[src/rtl/ws2812_pkg.sv]
// Shared types and constants for the WS2812 frame driver and its bit encoder.
package ws2812_pkg;

  typedef enum logic [2:0] {
    IDLE,
    LOAD,
    BIT_HI,
    BIT_LO,
    LATCH
  } state_t;

  // GRB pixel layout: green is transmitted first, blue last
  localparam int PIX_W = 24;
  localparam int G_LSB = 16;
  localparam int R_LSB = 8;
  localparam int B_LSB = 0;

  // Default timing for a 50 MHz clock
  localparam int DEF_MAX_LEDS  = 16;
  localparam int DEF_T0H_CYC   = 20;
  localparam int DEF_T1H_CYC   = 40;
  localparam int DEF_TBIT_CYC  = 63;
  localparam int DEF_RESET_CYC = 3000;

endpackage

[src/rtl/ws2812_bit_enc.sv]
// Encodes one NZR bit: a high pulse of T1H/T0H cycles, then low for the rest of
// the TBIT period. A new bit can be accepted on the last cycle of the current one,
// so back-to-back bits have no gap.
module ws2812_bit_enc
  import ws2812_pkg::*;
#(
  parameter int T0H_CYC  = DEF_T0H_CYC,
  parameter int T1H_CYC  = DEF_T1H_CYC,
  parameter int TBIT_CYC = DEF_TBIT_CYC,
  parameter int CW       = $clog2(TBIT_CYC + 1)
) (
  input  logic clk,
  input  logic reset,
  input  logic bit_valid,
  input  logic bit_val,
  output logic bit_ready,
  output logic data_out
);

  logic          active;
  logic          cur_val;
  logic [CW-1:0] cnt;
  logic [CW-1:0] cnt_nxt;
  logic [CW-1:0] hi_len;

  assign bit_ready = !active || (cnt == CW'(TBIT_CYC - 1));
  assign cnt_nxt   = cnt + 1'b1;
  assign hi_len    = cur_val ? CW'(T1H_CYC) : CW'(T0H_CYC);

  // Bit period counter and registered line level
  always_ff @(posedge clk or negedge reset) begin
    if (!reset) begin
      active   <= 1'b0;
      cur_val  <= 1'b0;
      cnt      <= '0;
      data_out <= 1'b0;
    end else if (bit_ready && bit_valid) begin
      active   <= 1'b1;
      cur_val  <= bit_val;
      cnt      <= '0;
      data_out <= 1'b1;
    end else if (bit_ready) begin
      active   <= 1'b0;
      cnt      <= '0;
      data_out <= 1'b0;
    end else begin
      cnt      <= cnt_nxt;
      data_out <= (cnt_nxt < hi_len);
    end
  end

endmodule

[src/rtl/ws2812_frame_driver.sv]
// WS2812 strip driver: holds a GRB frame buffer and streams 1..MAX_LEDS pixels
// per frame with gapless bit timing, followed by a latch (reset) gap.
module ws2812_frame_driver
  import ws2812_pkg::*;
#(
  parameter int MAX_LEDS  = DEF_MAX_LEDS,
  parameter int AW        = $clog2(MAX_LEDS),
  parameter int T0H_CYC   = DEF_T0H_CYC,
  parameter int T1H_CYC   = DEF_T1H_CYC,
  parameter int TBIT_CYC  = DEF_TBIT_CYC,
  parameter int RESET_CYC = DEF_RESET_CYC
) (
  input  logic             clk,
  input  logic             reset,
  input  logic             wr_en,
  input  logic [AW-1:0]    wr_addr,
  input  logic [PIX_W-1:0] wr_grb,
  input  logic [AW:0]      num_leds,
  input  logic             start,
  input  logic             loop_en,
  output logic             busy,
  output logic             done,
  output logic [AW-1:0]    led_idx,
  output logic             data_out
);

  localparam int TW = $clog2((TBIT_CYC > RESET_CYC ? TBIT_CYC : RESET_CYC) + 1);

  logic [PIX_W-1:0] frame_buf [MAX_LEDS];
  state_t           state;
  logic [PIX_W-2:0] shifter;
  logic [4:0]       bit_cnt;
  logic [AW:0]      led_cnt;
  logic [AW:0]      n_cap;
  logic [AW:0]      n_clamped;
  logic [TW-1:0]    latch_tmr;
  logic [AW-1:0]    next_idx;
  logic [PIX_W-1:0] cur_pix;
  logic [PIX_W-1:0] next_pix;
  logic             more_leds;
  logic             frame_req;
  logic             bit_valid;
  logic             bit_val;
  logic             bit_ready;

  assign n_clamped = (num_leds > (AW+1)'(MAX_LEDS)) ? (AW+1)'(MAX_LEDS) : num_leds;
  assign next_idx  = led_idx + 1'b1;
  assign cur_pix   = frame_buf[led_idx];
  assign next_pix  = frame_buf[next_idx];
  assign more_leds = (led_cnt < n_cap);
  assign frame_req = ((state == IDLE) && (start || loop_en)) ||
                     ((state == LATCH) && (latch_tmr == '0) && loop_en);

  // Host writes land in the buffer at any time; out-of-range addresses are dropped
  always_ff @(posedge clk or negedge reset) begin
    if (!reset) begin
      for (int i = 0; i < MAX_LEDS; i++) frame_buf[i] <= '0;
    end else if (wr_en && ({1'b0, wr_addr} < (AW+1)'(MAX_LEDS))) begin
      frame_buf[wr_addr] <= wr_grb;
    end
  end

  // Next bit for the encoder: first bit straight from the buffer, then from the
  // shifter, and at an LED boundary the MSB of the prefetched next pixel
  always_comb begin
    bit_valid = 1'b0;
    bit_val   = 1'b0;
    case (state)
      LOAD: begin
        bit_valid = 1'b1;
        bit_val   = cur_pix[PIX_W-1];
      end
      BIT_HI, BIT_LO: begin
        if (bit_cnt != 5'd0) begin
          bit_valid = 1'b1;
          bit_val   = shifter[PIX_W-2];
        end else if (more_leds) begin
          bit_valid = 1'b1;
          bit_val   = next_pix[PIX_W-1];
        end
      end
      default: ;
    endcase
  end

  // Frame sequencing: acceptance, per-LED loading, latch gap and loop restart
  always_ff @(posedge clk or negedge reset) begin
    if (!reset) begin
      state     <= IDLE;
      busy      <= 1'b0;
      done      <= 1'b0;
      led_idx   <= '0;
      led_cnt   <= '0;
      n_cap     <= '0;
      bit_cnt   <= '0;
      shifter   <= '0;
      latch_tmr <= '0;
    end else begin
      done <= 1'b0;
      if (frame_req) begin
        busy    <= 1'b1;
        led_idx <= '0;
        led_cnt <= '0;
        n_cap   <= n_clamped;
        if (n_clamped == '0) begin
          // An empty frame still spends one cycle where LOAD would be
          state     <= LATCH;
          latch_tmr <= TW'(RESET_CYC);
        end else begin
          state <= LOAD;
        end
      end else begin
        case (state)
          LOAD: begin
            shifter <= cur_pix[PIX_W-2:0];
            bit_cnt <= 5'd23;
            led_cnt <= (AW+1)'(1);
            state   <= BIT_HI;
          end
          BIT_HI, BIT_LO: begin
            if (bit_ready) begin
              state <= BIT_HI;
              if (bit_cnt != 5'd0) begin
                bit_cnt <= bit_cnt - 1'b1;
                shifter <= {shifter[PIX_W-3:0], 1'b0};
              end else if (more_leds) begin
                shifter <= next_pix[PIX_W-2:0];
                bit_cnt <= 5'd23;
                led_idx <= next_idx;
                led_cnt <= led_cnt + 1'b1;
              end else begin
                state     <= LATCH;
                latch_tmr <= TW'(RESET_CYC - 1);
                done      <= (RESET_CYC == 1);
              end
            end else if (!data_out) begin
              state <= BIT_LO;
            end
          end
          LATCH: begin
            if (latch_tmr != '0) begin
              latch_tmr <= latch_tmr - 1'b1;
              done      <= (latch_tmr == TW'(1));
            end else begin
              state <= IDLE;
              busy  <= 1'b0;
            end
          end
          default: state <= IDLE;
        endcase
      end
    end
  end

  ws2812_bit_enc #(
    .T0H_CYC (T0H_CYC),
    .T1H_CYC (T1H_CYC),
    .TBIT_CYC(TBIT_CYC),
    .CW      (TW)
  ) u_bit_enc (
    .clk      (clk),
    .reset    (reset),
    .bit_valid(bit_valid),
    .bit_val  (bit_val),
    .bit_ready(bit_ready),
    .data_out (data_out)
  );

endmodule

[config.mk]
export PLATFORM = sky130hd
export DESIGN_NAME = ws2812_frame_driver
export DESIGN_NICKNAME = d
export VERILOG_FILES = /design/src/rtl/ws2812_pkg.sv /design/src/rtl/ws2812_bit_enc.sv /design/src/rtl/ws2812_frame_driver.sv
export SDC_FILE = /design/constraint.sdc
export NUM_CORES = 1
export LEC_CHECK = 0
export ABC_AREA = 1
export BUFFER_PORTS_ARGS = -buffer_cell sky130_fd_sc_hd__buf_4
export CORE_AREA = 4 4 304 306
export CTS_CLUSTER_DIAMETER = 150
export CTS_CLUSTER_SIZE = 8
export DETAILED_ROUTE_END_ITERATION = 8
export DIE_AREA = 0 0 308 310
export PLACE_DENSITY = 0.52
export SLEW_MARGIN = 0
export SYNTH_ARGS = -nofsm -noshare
export SYNTH_HDL_FRONTEND = slang
export SYNTH_HIERARCHICAL = 1
export SYNTH_SLANG_ARGS = --single-unit
[constraint.sdc]
create_clock -name clk -period 3.4 [get_ports clk]
set_clock_uncertainty 0.15 [all_clocks]
set_input_delay 0.17 -clock clk [delete_from_list [all_inputs] [get_ports clk]]
set_output_delay 0.17 -clock clk [all_outputs]
set_load 0.01 [all_outputs]
==> Word level (Yosys, flattened, before mapping) <==
Cells that the tools add are included.
{ "totals": {"register_bits": 458, "latch_bits": 0, "mem_bits_rw": 0, "rom_bits": 0, "input_bits": 38, "out_inout_bits": 7, "elab_cells": 154, "memories": 0} }
{ "op_classes": {"addsub": 5, "multipliers": 0, "div": 0, "order_cmp": 7, "eq_ne": 18, "shifts": 0, "n_mux": 62, "n_bitwise": 4, "n_reduce_logical": 29} }
{ "ops": {"columns": ["operator", "count"], "rows": [
  ["bitwise mux 384 bit", 1],
  ["binary-select mux 24 bit (select 4 bit)", 2],
  ["two-way mux 24 bit", 5],
  ["demux 24 bit (select 4 bit)", 1],
  ["two-way mux 12 bit", 8],
  ["two-way mux 23 bit", 3],
  ["case mux 23 bit (2 select lines)", 1],
  ["two-way mux 5 bit", 8],
  ["case mux 12 bit (2 select lines)", 1],
  ["two-way mux 3 bit", 7],
  ["two-way mux 4 bit", 5],
  ["case mux 5 bit (2 select lines)", 2],
  [">= comparator 5 bit (second input constant)", 3],
  ["inequality test 3 bit (second input constant)", 5],
  ["inverter 4 -> 5 bit", 3],
  ["two-way mux 1 bit", 14],
  ["adder 12 x 1 -> 12 bit (second input constant)", 1],
  ["equality test 12 x 1 -> 1 bit (second input constant)", 1],
  ["equality test 12 x 6 -> 1 bit (second input constant)", 1],
  ["zero test 12 bit", 1],
  ["< comparator 12 bit", 1],
  ["AND reduction 4 bit", 3],
  ["nonzero test 12 bit", 1],
  ["nonzero test 2 bit", 6],
  ["other kinds (28)", 41]
]} }

==> Longest topological paths before layout <==
{ "depth": {"depth_word": 9, "depth_mapped": 18} }

==> Cells and area by module <==
The synthesis kept the hierarchy.
{ "modules_own_cells": {"columns": ["module", "instances", "cells_each", "area_per_inst_um2", "seq_area_each_um2"], "rows": [
  ["ws2812_frame_driver", 1, 3823, 25854.8, 11085.6],
  ["ws2812_bit_enc", 1, 122, 883.3, 375.4]
]} }

==> Worst setup path before layout <==
No wires, ideal clock.
{ "synth_timing": {"kind": "reg2reg", "from": "register u_bit_enc.cnt[0]", "to": "register shifter[17]", "setup_time_ns": 0.113, "arrival_ns": 1.957, "t_required_ns": 3.137, "setup_slack_ns": 1.181, "path_stages_with_launch": 19, "n_path_buf": 3, "period_less_slack_ns": 2.219, "cell_sequence": "dfrtp_1 inv_1 ha_1 nand2_1 nor2_1 nand3_1 nand2_2 buf_4 inv_1 nand2_1 inv_2 a21oi_2 nand2_2 buf_6 buf_6 nor2_1 nand3_1 nand2_1 inv_1"} }
{ "synth_between": {"elab_chain_cells": 4} }
{ "synth_rtl": {"columns": ["item", "line_no", "source"], "rows": [
  ["start: declaration", "ws2812_bit_enc.sv:22", "logic [CW-1:0] cnt;"],
  ["start signal: assignment", "ws2812_bit_enc.sv:47", "cnt <= cnt_nxt;"],
  ["equality test 12 x 6 -> 1 bit", "ws2812_bit_enc.sv:26", "assign bit_ready = !active || (cnt == CW'(TBIT_CYC - 1));"],
  ["logical OR 1 bit", "ws2812_bit_enc.sv:26", null],
  ["via bit_ready", "ws2812_frame_driver.sv:44", "logic bit_ready;"],
  ["inequality test 2 x 1 -> 1 bit (no line)", null, null],
  ["AND reduction 4 bit (no line)", null, null],
  ["end signal: assignment", "ws2812_frame_driver.sv:115", "shifter <= cur_pix[PIX_W-2:0];"],
  ["end signal: assignment", "ws2812_frame_driver.sv:125", "shifter <= {shifter[PIX_W-3:0], 1'b0};"],
  ["end signal: assignment", "ws2812_frame_driver.sv:127", "shifter <= next_pix[PIX_W-2:0];"],
  ["end: declaration", "ws2812_frame_driver.sv:31", "logic [PIX_W-2:0] shifter;"]
]} }
The timed path passes the listed nets, and every way through them passes these cells.
A chain may end at the register's enable or synchronous reset.

==> Final worst setup path <==
{ "layout_timing": {"from": "register latch_tmr[0]", "to": "register n_cap[3]"} }
{ "layout_between": {"elab_chain_cells": 4} }
{ "layout_rtl": {"columns": ["item", "line_no", "source"], "rows": [
  ["start: declaration", "ws2812_frame_driver.sv:36", "logic [TW-1:0] latch_tmr;"],
  ["start signal: assignment", "ws2812_frame_driver.sv:108", "latch_tmr <= TW'(RESET_CYC);"],
  ["start signal: assignment", "ws2812_frame_driver.sv:133", "latch_tmr <= TW'(RESET_CYC - 1);"],
  ["start signal: assignment", "ws2812_frame_driver.sv:142", "latch_tmr <= latch_tmr - 1'b1;"],
  ["zero test 12 bit", "ws2812_frame_driver.sv:52", "((state == LATCH) && (latch_tmr == '0) && loop_en);"],
  ["logical AND 1 bit (2 in series)", "ws2812_frame_driver.sv:52", null],
  ["logical OR 1 bit", "ws2812_frame_driver.sv:51", "assign frame_req = ((state == IDLE) && (start || loop_en)) ||"],
  ["end signal: assignment", "ws2812_frame_driver.sv:104", "n_cap <= n_clamped;"],
  ["end: declaration", "ws2812_frame_driver.sv:34", "logic [AW:0] n_cap;"]
]} }
No other way between the ends.

==> impl_metrics.json <==
{
  "outcome": "finished clean",
  "place_inst": 4953,
  "r2r_start": "latch_tmr[0]$_DFFE_PN0P_",
  "grt_usage": 0.189,
  "grt_pass1_wl_mm": 142,
  "ys_top_cells_by_area": "dfrtp_1 43%, nand2_1 19%, nand3_1 13%",
  "dp_hpwl_mm": 51.8,
  "cp_slowest_stage_delay_ns": 0.56,
  "r2r-end": "n_cap[3]$_DFFE_PN0P_",
  "rows": 110,
  "postRouteAntennaNets": 0,
  "vdd_drop_max_uv": 688,
  "die_area_sq_um": 95500,
  "drtIter0Drc": 2242,
  "grt_overflow": 0,
  "wl_per_cell_microns": 17.7,
  "path_max_fanout": 14,
  "crit_top_cell": "nand2_1",
  "rsz0062_at_grt": "false",
  "crit_type": "reg2reg",
  "postCtsHoldBufs": 36,
  "worst_slew_pin_slew_ns": 1.10,
  "worstSetupEndpointType": "flop",
  "power.density_nw_per_um2": 778,
  "cts_buffers": 67,
  "start_util": 0.298,
  "clock_path_buffers": 3,
  "grt_pass1_vias": 23600,
  "nFillCells": 9636,
  "final_cells": 5065,
  "fmax_mhz": 364,
  "syn_area_per_cell_sq_um": 6.78,
  "critPathLaunchType": "flop",
  "path_clk_slew_ns": 0.05,
  "root_buffer": "clkbuf_16",
  "swShare": 0.420,
  "min_period_ns": 2.74,
  "p_switching_uw": 9900,
  "syn_area_sq_um": 26700,
  "cts_max_level": 3,
  "area_growth_pct": 13.4,
  "ys.flop_type": "dfrtp_1",
  "relSlewSlack": 0.266,
  "synth-async-reset-ratio": 1.00,
  "drive_above_1_share": 0.0628,
  "dieWidth_microns": 308,
  "p_leak_uw": 0.0150,
  "yosysMostFrequentCell": "nand2_1",
  "fp.dieH_microns": 310,
  "core_area_sq_um": 89600,
  "vias": 24900,
  "fin_nets": 3935,
  "path_cells": "inv_1 > ha_1 > nand2_1 > nor2_2 > nand4_1 > nand2_2 > nand2_1 > inv_1 > nand2_1 > dlygate4sd3_1 > o21ai_0",
  "antenna_found_initial": 3,
  "finalWeightedCongestion": 0.810,
  "io_buffers": 44,
  "p_int_uw": 13700,
  "slowest_stage": "dlygate4sd3_1",
  "clock-sinks": 458,
  "synth_edf_count": 0,
  "grt_max_degree": 182,
  "arrival_ns": 3.09,
  "syn_nets": 3998,
  "power_frac_seq": 0.316,
  "seq_area_frac_synth": 0.429,
  "maxSlewViolCount": 0,
  "synth_top_cell_by_area": "dfrtp_1",
  "setup_viol": 0,
  "ys_types": 39,
  "cts_tree": "done",
  "r2r_cells": 11,
  "remaining_drc_errors": 0,
  "num_io_pins": 45,
  "fin_setup_tns_ns": 0,
  "post_cts_buffers": 0,
  "synth_top_area_frac": 0.429,
  "vias_per_cell": 4.91,
  "drv_cap": 0,
  "cts_resized": 0,
  "reg2reg_slack_ns": 0.66,
  "comb_power_share": 0.430,
  "synthTopCellsByCount": "1367 x nand2_1, 677 x nand3_1, 497 x inv_1, 458 x dfrtp_1, 414 x o21ai_0",
  "ys_ff_latch": 458,
  "worst_ep_required_time_ns": 3.74,
  "timing.final.crit_share": 0.807,
  "drt-pass1-iter-count": 6,
  "routed_wl_mm": 89.9,
  "insertion_delay_ns": 0.60,
  "worstHoldPathType": "in2async",
  "hold_violations": 0,
  "power.share.clock": 0.254,
  "netlist_instances": 3945,
  "synth_warnings": 6
}
[through the flow]
step,instance area [sq um],worst slack [ns],hold WS [ns],total power (uW),utilization
CTS,30300,0.634,0.0352,23700,0.338
finish,30300,0.655,0.0426,23600,0.338
global placement,28200,0.845,0.0918,17500,0.315
floorplan,26700,1.18,-0.276,14800,-
global route,30300,0.393,0.0934,25500,0.338
detailed placement,28200,0.868,0.105,17600,0.315
[sequential cells by signal (all words and copies together), names as in the netlist]
signal / flops
busy: 1
u_bit_enc/data_out: 1
shifter: 23
frame_buf: 384
led_idx: 4
u_bit_enc/cur_val: 1
u_bit_enc/cnt: 12
u_bit_enc/active: 1
done: 1
led_cnt: 5
bit_cnt: 5
state: 3
n_cap: 5
latch_tmr: 12
[power by group through the flow]
stage	Clock, uW	Combinational, uW	Sequential [uW]
finish	5990	10100	7440
global route	6370	11500	7590
CTS	6160	10100	7430
detailed placement	0	10100	7500
global placement	0	9990	7500
floorplan	0	7480	7300
[cells in the final DEF, fill, tap and decap left out, drive strengths merged, types with 3 or more instances in the layout]
cell and count:
nand4 16, nand2 1376, clkinv 3, nor2 102, o21ai 418, ha 15
dlygate4sd3 36, inv 509, dfrtp 458, nor3 8, nand3 679, buf 110
xnor2 3, a21oi 30, o211ai 29, clkbuf 71, xor2 12
[worst max-delay path by stage]
stage	end	depth (start not counted)	start	slack (ns)
floorplan	shifter[17]$_DFFE_PN0P_	18	u_bit_enc/cnt[0]$_DFF_PN0_	1.18
CTS	n_cap[3]$_DFFE_PN0P_	11	latch_tmr[0]$_DFFE_PN0P_	0.63
detailed placement	shifter[0]$_DFFE_PN0P_	11	led_idx[0]$_DFFE_PN0P_	0.87
global placement	shifter[0]$_DFFE_PN0P_	11	led_idx[0]$_DFFE_PN0P_	0.84
finish	n_cap[3]$_DFFE_PN0P_	11	latch_tmr[0]$_DFFE_PN0P_	0.66
global route	n_cap[3]$_DFFE_PN0P_	11	latch_tmr[0]$_DFFE_PN0P_	0.39
[logic make-up after synthesis]
group,share of synthesized area
AND/OR/NAND/NOR,0.344
buffers and inverters,0.120
AO/OA/AOI/OAI,0.0941
flip-flops,0.429
XOR/XNOR,0.00604
adder cells (fa/ha/maj),0.00702
[worst max-delay path, delay by kind of cell (launching register included)]
kind	cells	cell delay, ns
adder cells (fa/ha/maj)	1	0.23
AND/OR/NAND/NOR	6	0.93
AO/OA/AOI/OAI	1	0.08
buffers and inverters	3	0.82
flip-flops	1	0.43
[metal layers]
metal | track usage | routed length [microns] | share of wire
met5 | 0 | 13 | 0.00014
met4 | 0.0459 | 1900 | 0.021
met3 | 0.0261 | 5010 | 0.056
met2 | 0.314 | 41000 | 0.46
met1 | 0.261 | 41900 | 0.47
[final cells by class]
type                            instances  area, sq um  area share
Timing Repair Buffer                  146         1490      0.0493
Inverter                              509         1920      0.0634
Multi-Input combinational cell       2700        12200       0.402
Clock buffer                           71         1730      0.0572
Sequential cell                       458        11500       0.379
Tap cell                             1176         1470      0.0485
Antenna cell                            2         5.00    0.000165
Clock inverter                          3         26.3    0.000867
Note: power is estimated with default switching activity, not from simulation.
